$ cat config.mk
export PLATFORM = sky130hd
export DESIGN_NAME = lif_neuron_scheduler_flat
export DESIGN_NICKNAME = d
export VERILOG_FILES = /design/src/rtl/lif_neuron_scheduler_if.sv /design/src/rtl/lif_neuron_scheduler.sv /design/src/flat_wrapper.sv
export SDC_FILE = /design/constraint.sdc
export NUM_CORES = 1
export LEC_CHECK = 0
export ABC_CLOCK_PERIOD_IN_PS = 10300
export CAP_MARGIN = 25
export CORE_MARGIN = 3
export CORE_UTILIZATION = 50
export DETAILED_ROUTE_END_ITERATION = 16
export PLACE_DENSITY = 0.77
export SYNTH_ARGS = -nofsm -noshare
export SYNTH_HDL_FRONTEND = slang
export SYNTH_SLANG_ARGS = --single-unit
export TNS_END_PERCENT = 20
$ cat constraint.sdc
create_clock -name i_clk -period 10.3 [get_ports i_clk]
set_clock_uncertainty 0.1 [all_clocks]
set_input_delay 3.09 -clock i_clk [delete_from_list [all_inputs] [get_ports i_clk]]
set_output_delay 3.09 -clock i_clk [all_outputs]
set_load 0.05 [all_outputs]
$ cat src/rtl/lif_neuron_scheduler_if.sv
// Frame-in / spike-vector-out handshake bundle for the LIF neuron scheduler.
// The slave side is the scheduler; the master side feeds frames and drains results.
interface lif_neuron_scheduler_if #(
  parameter int INPUTS  = 16,
  parameter int NEURONS = 4
);
  logic               x_valid;
  logic               x_ready;
  logic [INPUTS-1:0]  x_data;
  logic               spikes_valid;
  logic               spikes_ready;
  logic [NEURONS-1:0] spikes;

  modport slave (
    input  x_valid, x_data, spikes_ready,
    output x_ready, spikes_valid, spikes
  );

  modport master (
    output x_valid, x_data, spikes_ready,
    input  x_ready, spikes_valid, spikes
  );
endinterface

$ cat src/rtl/lif_neuron_scheduler.sv
// Time-multiplexes one combinational LIF core over NEURONS virtual neurons,
// keeping per-neuron weights, membrane potential and last-spike flag locally.
module lif_neuron_scheduler #(
  parameter int N_STAGES         = 4,
  parameter int INPUTS           = 2**N_STAGES,
  parameter int OUTPUT_PRECISION = N_STAGES + 2,
  parameter int NEURONS          = 4,
  parameter int THETA            = 5
) (
  input  logic                          i_clk,
  input  logic                          i_rst,
  input  logic                          i_cfg_we,
  input  logic [$clog2(NEURONS)-1:0]    i_cfg_addr,
  input  logic [INPUTS-1:0]             i_cfg_weights,
  input  logic                          i_cfg_glob_we,
  input  logic [2:0]                    i_cfg_shift,
  input  logic [OUTPUT_PRECISION-1:0]   i_cfg_minus_teta,
  input  logic                          i_clear_state,
  output logic                          o_cfg_busy,
  lif_neuron_scheduler_if.slave         s_if,
  output logic [INPUTS-1:0]             o_core_w,
  output logic [INPUTS-1:0]             o_core_x,
  output logic [2:0]                    o_core_shift,
  output logic [OUTPUT_PRECISION-1:0]   o_core_previus_u,
  output logic [OUTPUT_PRECISION-1:0]   o_core_minus_teta,
  output logic                          o_core_was_spike,
  input  logic [OUTPUT_PRECISION-1:0]   i_core_u_out,
  input  logic                          i_core_is_spike
);
  localparam int IDX_W = $clog2(NEURONS);
  localparam logic [OUTPUT_PRECISION-1:0] L_MINUS_THETA = OUTPUT_PRECISION'(-THETA);
  localparam logic [IDX_W-1:0] L_LAST_IDX = IDX_W'(NEURONS - 1);

  typedef enum logic [1:0] {
    S_IDLE = 2'd0,
    S_RUN  = 2'd1,
    S_OUT  = 2'd2
  } state_t;

  state_t                        r_state;
  state_t                        w_next_state;
  logic [IDX_W-1:0]              r_idx;
  logic [INPUTS-1:0]             r_x;
  logic [2:0]                    r_shift;
  logic [OUTPUT_PRECISION-1:0]   r_minus_teta;
  logic [NEURONS-1:0]            r_spikes;
  logic [INPUTS-1:0]             r_w_mem  [NEURONS];
  logic [OUTPUT_PRECISION-1:0]   r_u_mem  [NEURONS];
  logic                          r_ws_mem [NEURONS];
  logic                          w_last;
  logic                          w_x_ready;
  logic                          w_spikes_valid;
  logic                          w_busy;

  assign w_last = (r_idx == L_LAST_IDX);

  // state register
  always_ff @(posedge i_clk or posedge i_rst) begin
    if (i_rst) begin
      r_state <= S_IDLE;
    end else begin
      r_state <= w_next_state;
    end
  end

  // next-state logic
  always_comb begin
    w_next_state = r_state;
    case (r_state)
      S_IDLE: begin
        if (s_if.x_valid) w_next_state = S_RUN;
        else              w_next_state = S_IDLE;
      end
      S_RUN: begin
        if (w_last) w_next_state = S_OUT;
        else        w_next_state = S_RUN;
      end
      S_OUT: begin
        if (s_if.spikes_ready) w_next_state = S_IDLE;
        else                   w_next_state = S_OUT;
      end
      default: w_next_state = S_IDLE;
    endcase
  end

  // handshake and status decode
  always_comb begin
    w_x_ready      = 1'b0;
    w_spikes_valid = 1'b0;
    w_busy         = 1'b1;
    case (r_state)
      S_IDLE: begin
        w_x_ready = 1'b1;
        w_busy    = 1'b0;
      end
      S_RUN: begin
        w_busy = 1'b1;
      end
      S_OUT: begin
        w_spikes_valid = 1'b1;
      end
      default: begin
        w_busy = 1'b1;
      end
    endcase
  end

  // config, frame capture and per-neuron state writeback; config is only honoured while idle
  always_ff @(posedge i_clk or posedge i_rst) begin
    if (i_rst) begin
      r_idx        <= '0;
      r_x          <= '0;
      r_shift      <= 3'd0;
      r_minus_teta <= L_MINUS_THETA;
      r_spikes     <= '0;
      for (int n = 0; n < NEURONS; n++) begin
        r_w_mem[n]  <= '0;
        r_u_mem[n]  <= '0;
        r_ws_mem[n] <= 1'b0;
      end
    end else begin
      case (r_state)
        S_IDLE: begin
          if (i_cfg_glob_we) begin
            r_shift      <= i_cfg_shift;
            r_minus_teta <= i_cfg_minus_teta;
          end
          for (int n = 0; n < NEURONS; n++) begin
            if (i_clear_state) begin
              r_u_mem[n]  <= '0;
              r_ws_mem[n] <= 1'b0;
            end
            if (i_cfg_we && (i_cfg_addr == IDX_W'(n))) begin
              r_w_mem[n] <= i_cfg_weights;
            end
          end
          if (s_if.x_valid) begin
            r_x   <= s_if.x_data;
            r_idx <= '0;
          end
        end
        S_RUN: begin
          r_u_mem[r_idx]  <= i_core_u_out;
          r_ws_mem[r_idx] <= i_core_is_spike;
          r_spikes[r_idx] <= i_core_is_spike;
          if (w_last) r_idx <= '0;
          else        r_idx <= r_idx + IDX_W'(1);
        end
        default: begin
          r_idx <= r_idx;
        end
      endcase
    end
  end

  assign s_if.x_ready      = w_x_ready;
  assign s_if.spikes_valid = w_spikes_valid;
  assign s_if.spikes       = r_spikes;
  assign o_cfg_busy        = w_busy;

  // r_idx rests at 0 outside RUN, so the core sees neuron 0 operands there
  assign o_core_w          = r_w_mem[r_idx];
  assign o_core_x          = r_x;
  assign o_core_shift      = r_shift;
  assign o_core_previus_u  = r_u_mem[r_idx];
  assign o_core_minus_teta = r_minus_teta;
  assign o_core_was_spike  = r_ws_mem[r_idx];
endmodule
$ cat src/flat_wrapper.sv
// flat-port wrapper written by rule: the top's interface ports become plain ports
module lif_neuron_scheduler_flat 
#(
  parameter int N_STAGES         = 4,
  parameter int INPUTS           = 2**N_STAGES,
  parameter int OUTPUT_PRECISION = N_STAGES + 2,
  parameter int NEURONS          = 4,
  parameter int THETA            = 5
)
  (i_clk, i_rst, i_cfg_we, i_cfg_addr, i_cfg_weights, i_cfg_glob_we, i_cfg_shift, i_cfg_minus_teta, i_clear_state, o_cfg_busy, o_core_w, o_core_x, o_core_shift, o_core_previus_u, o_core_minus_teta, o_core_was_spike, i_core_u_out, i_core_is_spike, s_if_x_valid, s_if_x_data, s_if_spikes_ready, s_if_x_ready, s_if_spikes_valid, s_if_spikes);
  lif_neuron_scheduler_if #(.INPUTS(INPUTS), .NEURONS(NEURONS)) s_if_i ();
  input  logic i_clk;
  input  logic i_rst;
  input  logic i_cfg_we;
  input  logic [$clog2(NEURONS)-1:0] i_cfg_addr;
  input  logic [INPUTS-1:0] i_cfg_weights;
  input  logic i_cfg_glob_we;
  input  logic [2:0] i_cfg_shift;
  input  logic [OUTPUT_PRECISION-1:0] i_cfg_minus_teta;
  input  logic i_clear_state;
  output logic o_cfg_busy;
  output logic [INPUTS-1:0] o_core_w;
  output logic [INPUTS-1:0] o_core_x;
  output logic [2:0] o_core_shift;
  output logic [OUTPUT_PRECISION-1:0] o_core_previus_u;
  output logic [OUTPUT_PRECISION-1:0] o_core_minus_teta;
  output logic o_core_was_spike;
  input  logic [OUTPUT_PRECISION-1:0] i_core_u_out;
  input  logic i_core_is_spike;
  input wire logic [$bits(s_if_i.x_valid)-1:0] s_if_x_valid;
  input wire logic [$bits(s_if_i.x_data)-1:0] s_if_x_data;
  input wire logic [$bits(s_if_i.spikes_ready)-1:0] s_if_spikes_ready;
  output wire logic [$bits(s_if_i.x_ready)-1:0] s_if_x_ready;
  output wire logic [$bits(s_if_i.spikes_valid)-1:0] s_if_spikes_valid;
  output wire logic [$bits(s_if_i.spikes)-1:0] s_if_spikes;
  assign s_if_i.x_valid = s_if_x_valid;
  assign s_if_i.x_data = s_if_x_data;
  assign s_if_i.spikes_ready = s_if_spikes_ready;
  assign s_if_x_ready = s_if_i.x_ready;
  assign s_if_spikes_valid = s_if_i.spikes_valid;
  assign s_if_spikes = s_if_i.spikes;
  lif_neuron_scheduler #(.N_STAGES(N_STAGES), .INPUTS(INPUTS), .OUTPUT_PRECISION(OUTPUT_PRECISION), .NEURONS(NEURONS), .THETA(THETA)) u_core (.i_clk(i_clk), .i_rst(i_rst), .i_cfg_we(i_cfg_we), .i_cfg_addr(i_cfg_addr), .i_cfg_weights(i_cfg_weights), .i_cfg_glob_we(i_cfg_glob_we), .i_cfg_shift(i_cfg_shift), .i_cfg_minus_teta(i_cfg_minus_teta), .i_clear_state(i_clear_state), .o_cfg_busy(o_cfg_busy), .s_if(s_if_i), .o_core_w(o_core_w), .o_core_x(o_core_x), .o_core_shift(o_core_shift), .o_core_previus_u(o_core_previus_u), .o_core_minus_teta(o_core_minus_teta), .o_core_was_spike(o_core_was_spike), .i_core_u_out(i_core_u_out), .i_core_is_spike(i_core_is_spike));
endmodule
# [Word-level counts from Yosys, hierarchy flattened]
# Cells that the tools add are included.
[word_totals] ramBits=0 regBits=125 n_memories=0 latchBits=0 wordCells=81 input_bits=57 romBits=0
[classes] shift=0 magnitude_cmp=4 n_addsub=1 multipliers=0 eq_ne=8 n_bitwise=1 div_mod_pow=0 n_reduce_logical=17 muxes=32
[op_table] operator="$pmux W24 S2" n=1
[op_table] operator="$bmux W16 S2" n=1
[op_table] operator="$mux W16" n=2
[op_table] operator="$bwmux W24" n=1
[op_table] operator="$mux W6" n=4
[op_table] operator="$reduce_and A2 Y1" n=8
[op_table] operator="$bmux W6 S2" n=1
[op_table] operator="$demux W6 S2" n=1
[op_table] operator="$mux W1" n=9
[op_table] operator="$bwmux W4" n=2
[op_table] operator="$eq A2 B2 Y1 const B" n=4
[op_table] operator="$mux W2" n=4
[op_table] operator="$pmux W4 S2" n=1
[op_table] operator="$logic_and A1 B1 Y1" n=6
[op_table] operator="$pmux W2 S3" n=1
[op_table] operator="$demux W1 S2" n=2
[op_table] operator="$eq A2 B1 Y1 const B" n=2
[op_table] operator="$logic_not A2 Y1" n=2
[op_table] operator="$ne A2 B2 Y1 const B" n=2
[op_table] operator="$pmux W2 S2" n=1
[op_table] operator="$ge A3 B3 Y1 const B" n=1
[op_table] operator="$lt A2 B3 Y1 const B" n=1
[op_table] operator="$lt A3 B1 Y1 const B" n=1
[op_table] operator="$not A2 Y3" n=1
[op_table] operator="4 further kinds" n=4

# [Logic depth before layout (Yosys ltp)]
[depth] word_depth=7 depth_mapped=8 ltp_nobuf=5

# [Worst setup path before layout]
# No wires, ideal clock.
[synth_path] path_kind="reg2out" start="register u_core.r_idx[1]" end="output port o_core_w[0]" stages_incl_launch_ff=4 path_slack_ps=5523 t_arrival_ps=1587 t_required_ps=7110 path_cell_list="dfrtp_1 -> buf_2 -> buf_2 -> mux4_2"
[synth_between] elab_chain_cells=4
[synth_rtl] item="start: declaration" line_no="lif_neuron_scheduler.sv:42" rtl="logic [IDX_W-1:0] r_idx;"
[synth_rtl] item="start signal: assignment" line_no="lif_neuron_scheduler.sv:147" rtl="else r_idx <= r_idx + IDX_W'(1);"
[synth_rtl] item="start signal: assignment" line_no="lif_neuron_scheduler.sv:150" rtl="r_idx <= r_idx;"
[synth_rtl] item="$not A2 Y3 (not written as such)" line_no="lif_neuron_scheduler.sv:162" rtl="assign o_core_w = r_w_mem[r_idx];"
[synth_rtl] item="$bmux W16 S2" line_no="lif_neuron_scheduler.sv:162"
[synth_rtl] item="$mux W16 (not written as such) (2 in series)" line_no="lif_neuron_scheduler.sv:162"
[synth_rtl] item="end: declaration" line_no="flat_wrapper.sv:22" rtl="output logic [INPUTS-1:0] o_core_w;"
# Every way passes these cells. The select of a mux whose other input is x is not followed.

# [Worst setup path in the final report]
[layout_path] start="register u_core.r_idx[0]" end="output port o_core_w[15]"
# Same word-level chain as after synthesis.

==> results.yml <==
die:
  pin_count: 112
  initial_core_util_pct: 52.2
  rows: 38
  die_area_um2: 12900
  die_h_um: 113
  core_area_um2: 11000
  die_x_um: 113
min_path:
  hold_path_end: "u_core.o_core_x[0]$_DFFE_PP0P_"
  holdPathStages: 1
  min_from: "u_core.o_core_x[0]$_DFFE_PP0P_"
  hp-class: "flip-flop to flip-flop"
yosys:
  syn_inst: 372
  synth_nets: 434
  yosysUniqueCellTypes: 32
  synth_area_um2: 5760
  synth_area_leaders: "dfrtp_1, mux2_2, mux4_2"
  synth_area_per_cell_um2: 15.5
  synth_top_area_cell: "dfrtp_1"
  synth_top_area_share_pct: 52.1
  ys_warn_count: 0
  yosysSeqAreaShare_pct: 54.4
  ys_ff_latch: 125
power:
  power_density_nw_per_um2: 389
  vdd.ir_drop.worst_uv: 242
  p_total_mw: 2.89
  leakagePower_nw: 3.21
timing:
  worst_slack_ns: 4.43
  holdWs_ns: 0.383
  slew_viol_final: 0
  fin_crit_ns: 5.87
  tightest_slew_ns: 1.02
  finalSetupViolCount: 0
  rsz0062_at_grt: "no"
  layout_worst_path_cycle_share_pct: 57.0
  max_freq_mhz: 170
  slew-limit-headroom_pct: 32.3
  finalSetupTns_ns: 0
  timing.final.hold_violations: 0
clock_tree:
  post_cts_buffers: 0
  post_cts_resize_count: 0
  clock_sinks: 125
  h-tree-depth: 4
  cts_buffer_depth: 2
  root_buffer: "clkbuf_16"
  cts_tree: "yes"
  clk_pin_slew_ns: 0.05
  clkLatencyLatePin_ns: 0.41
  numCtsBuffers: 17
  cts-hold-fix-buffers: 0
layout:
  final_core_util_pct: 67.5
  diodes: 0
  nets: 541
  final_cell_mix: "dfrtp_1, clkdlybuf4s50_1, mux2_2"
  area_growth_pct: 29.2
  fin_cells: 632
  layout_commonest_cell: "dfrtp_1"
  final_cell_area_um2: 7450
  final_layout_size_suffix_gt1_share_pct: 29.9
worst_setup_path:
  critical_path_arrival_ns: 2.68
  reg2reg_slack_ns: 7.78
  r2r-end: "u_core.o_core_x[4]$_DFFE_PP0P_"
  cp_max_fo: 18
  worstSetupStartpointType: "flip-flop"
  r2r_cells: 3
  slowest_stage: "clkdlybuf4s50_1"
  critPathMaxStageDelay_ns: 0.73
  worstPathRequired_ns: 7.11
  end_kind: "output port"
  crit_chain: "buf_4 -> mux4_2 -> clkdlybuf4s50_1"
  path_class: "flip-flop to output port"
  worstReg2RegStart: "u_core.r_state[0]$_DFF_PP0_"
global_routing:
  grt_max_degree: 70
  grtUsageTotal_pct: 20.9
  grt_pass1_vias: 4030
  met2_usage_pct: 32.4
  met3_usage_pct: 5.88
  grt-busiest-layer: "met2"
  grt_pass1_wl_um: 20800
  grt_overflow_total: 0
  gr-usage-met1_pct: 27.7
  antenna_found_initial: 0
detailed_routing:
  firstDrtPassIters: 4
  drc: 0
  drt_iter0_drc: 173
  routedWlPerCell_um: 19.9
  route.vias.total: 3661
  ant_nets: 0
  vias_per_cell: 5.79
  routed_wirelength_um: 12600
run:
  max_cap_viol_count: 0
place:
  hpwlAfterDp_um: 8420
  placed_cells: 599
  routabilityCongestion: 0.772
  place_area_um2: 6900
  dp_slack_ns: 4.82
  place.port_buffers: 111
run_status:
  outcome: "complete, no violations"
## Yosys cell counts (all sizes together)
cell / count
nand2: 6
and2: 2
ha: 5
dfstp: 5
nand4b: 1
mux2: 93
o31ai: 6
mux2i: 2
buf: 20
a22o: 43
mux4: 23
nor2: 3
and3: 1
nand3: 6
clkbuf: 8
o21ai: 8
and4bb: 1
and4b: 1
a21o: 1
nor2b: 4
inv: 9
o21bai: 2
nand4: 1
nand2b: 1
dfrtp: 120
## worst max path at each step
| stage | startpoint | end | slack, ns |
|---|---|---|---|
| 6_report | u_core.r_idx[0]$_DFFE_PP0P_ | o_core_w[15] | 4.43 |
| 5_1_grt | u_core.r_idx[1]$_DFFE_PP0P_ | o_core_w[12] | 4.28 |
| 4_1_cts | u_core.r_idx[1]$_DFFE_PP0P_ | o_core_w[10] | 4.35 |
| 3_5_place_dp | u_core.r_idx[1]$_DFFE_PP0P_ | o_core_w[10] | 4.82 |
| 3_3_place_gp | u_core.r_idx[1]$_DFFE_PP0P_ | o_core_w[10] | 4.85 |
| 2_1_floorplan | i_rst | u_core.o_core_minus_teta[2]$_DFFE_PP0P_ | 3.79 |
## worst max-delay path: cells and delay by family (launching register included)
family	cells	cell delay [ns]
buffers and inverters	2	1.12
flip-flops	1	0.60
multiplexers	1	0.54
## registers in the layout, indices dropped and copies added, names as in the netlist
register	cells
u_core.r_u_mem	24
u_core.s_if.spikes	4
u_core.o_core_shift	3
u_core.r_state	2
u_core.o_core_x	16
u_core.r_w_mem	64
u_core.r_idx	2
u_core.o_core_minus_teta	6
u_core.r_ws_mem	4
## kinds of logic after synthesis
logic type / synth area share (%)
flip-flops: 54.4
multiplexers: 28.8
AO/OA/AOI/OAI: 8.40
buffers and inverters: 4.04
AND/OR/NAND/NOR: 3.28
adder cells (fa/ha/maj): 1.09
## power by group
group	switching (mW)	internal [mW]	total, mW
clock	0.200	0.317	0.517
combinational	0.815	0.648	1.46
sequential	0.186	0.729	0.915
total	1.20	1.69	2.89
## routing by layer
metal	routed length, um	up-vias
met1	5440	1887
met4	249	0
li1	-	1612
met3	781	21
met2	6130	141
met5	0	-
## cell type report
class / count / area (um2)
inverter: 9 / 36.3
clock buffer: 25 / 475
timing repair buffer: 116 / 1190
multi-input combinational: 210 / 2400
fill: 789 / 3580
sequential: 125 / 3140
tap: 140 / 175
clock inverter: 7 / 40.0
No activity file was read; power rests on OpenSTA's default activity.
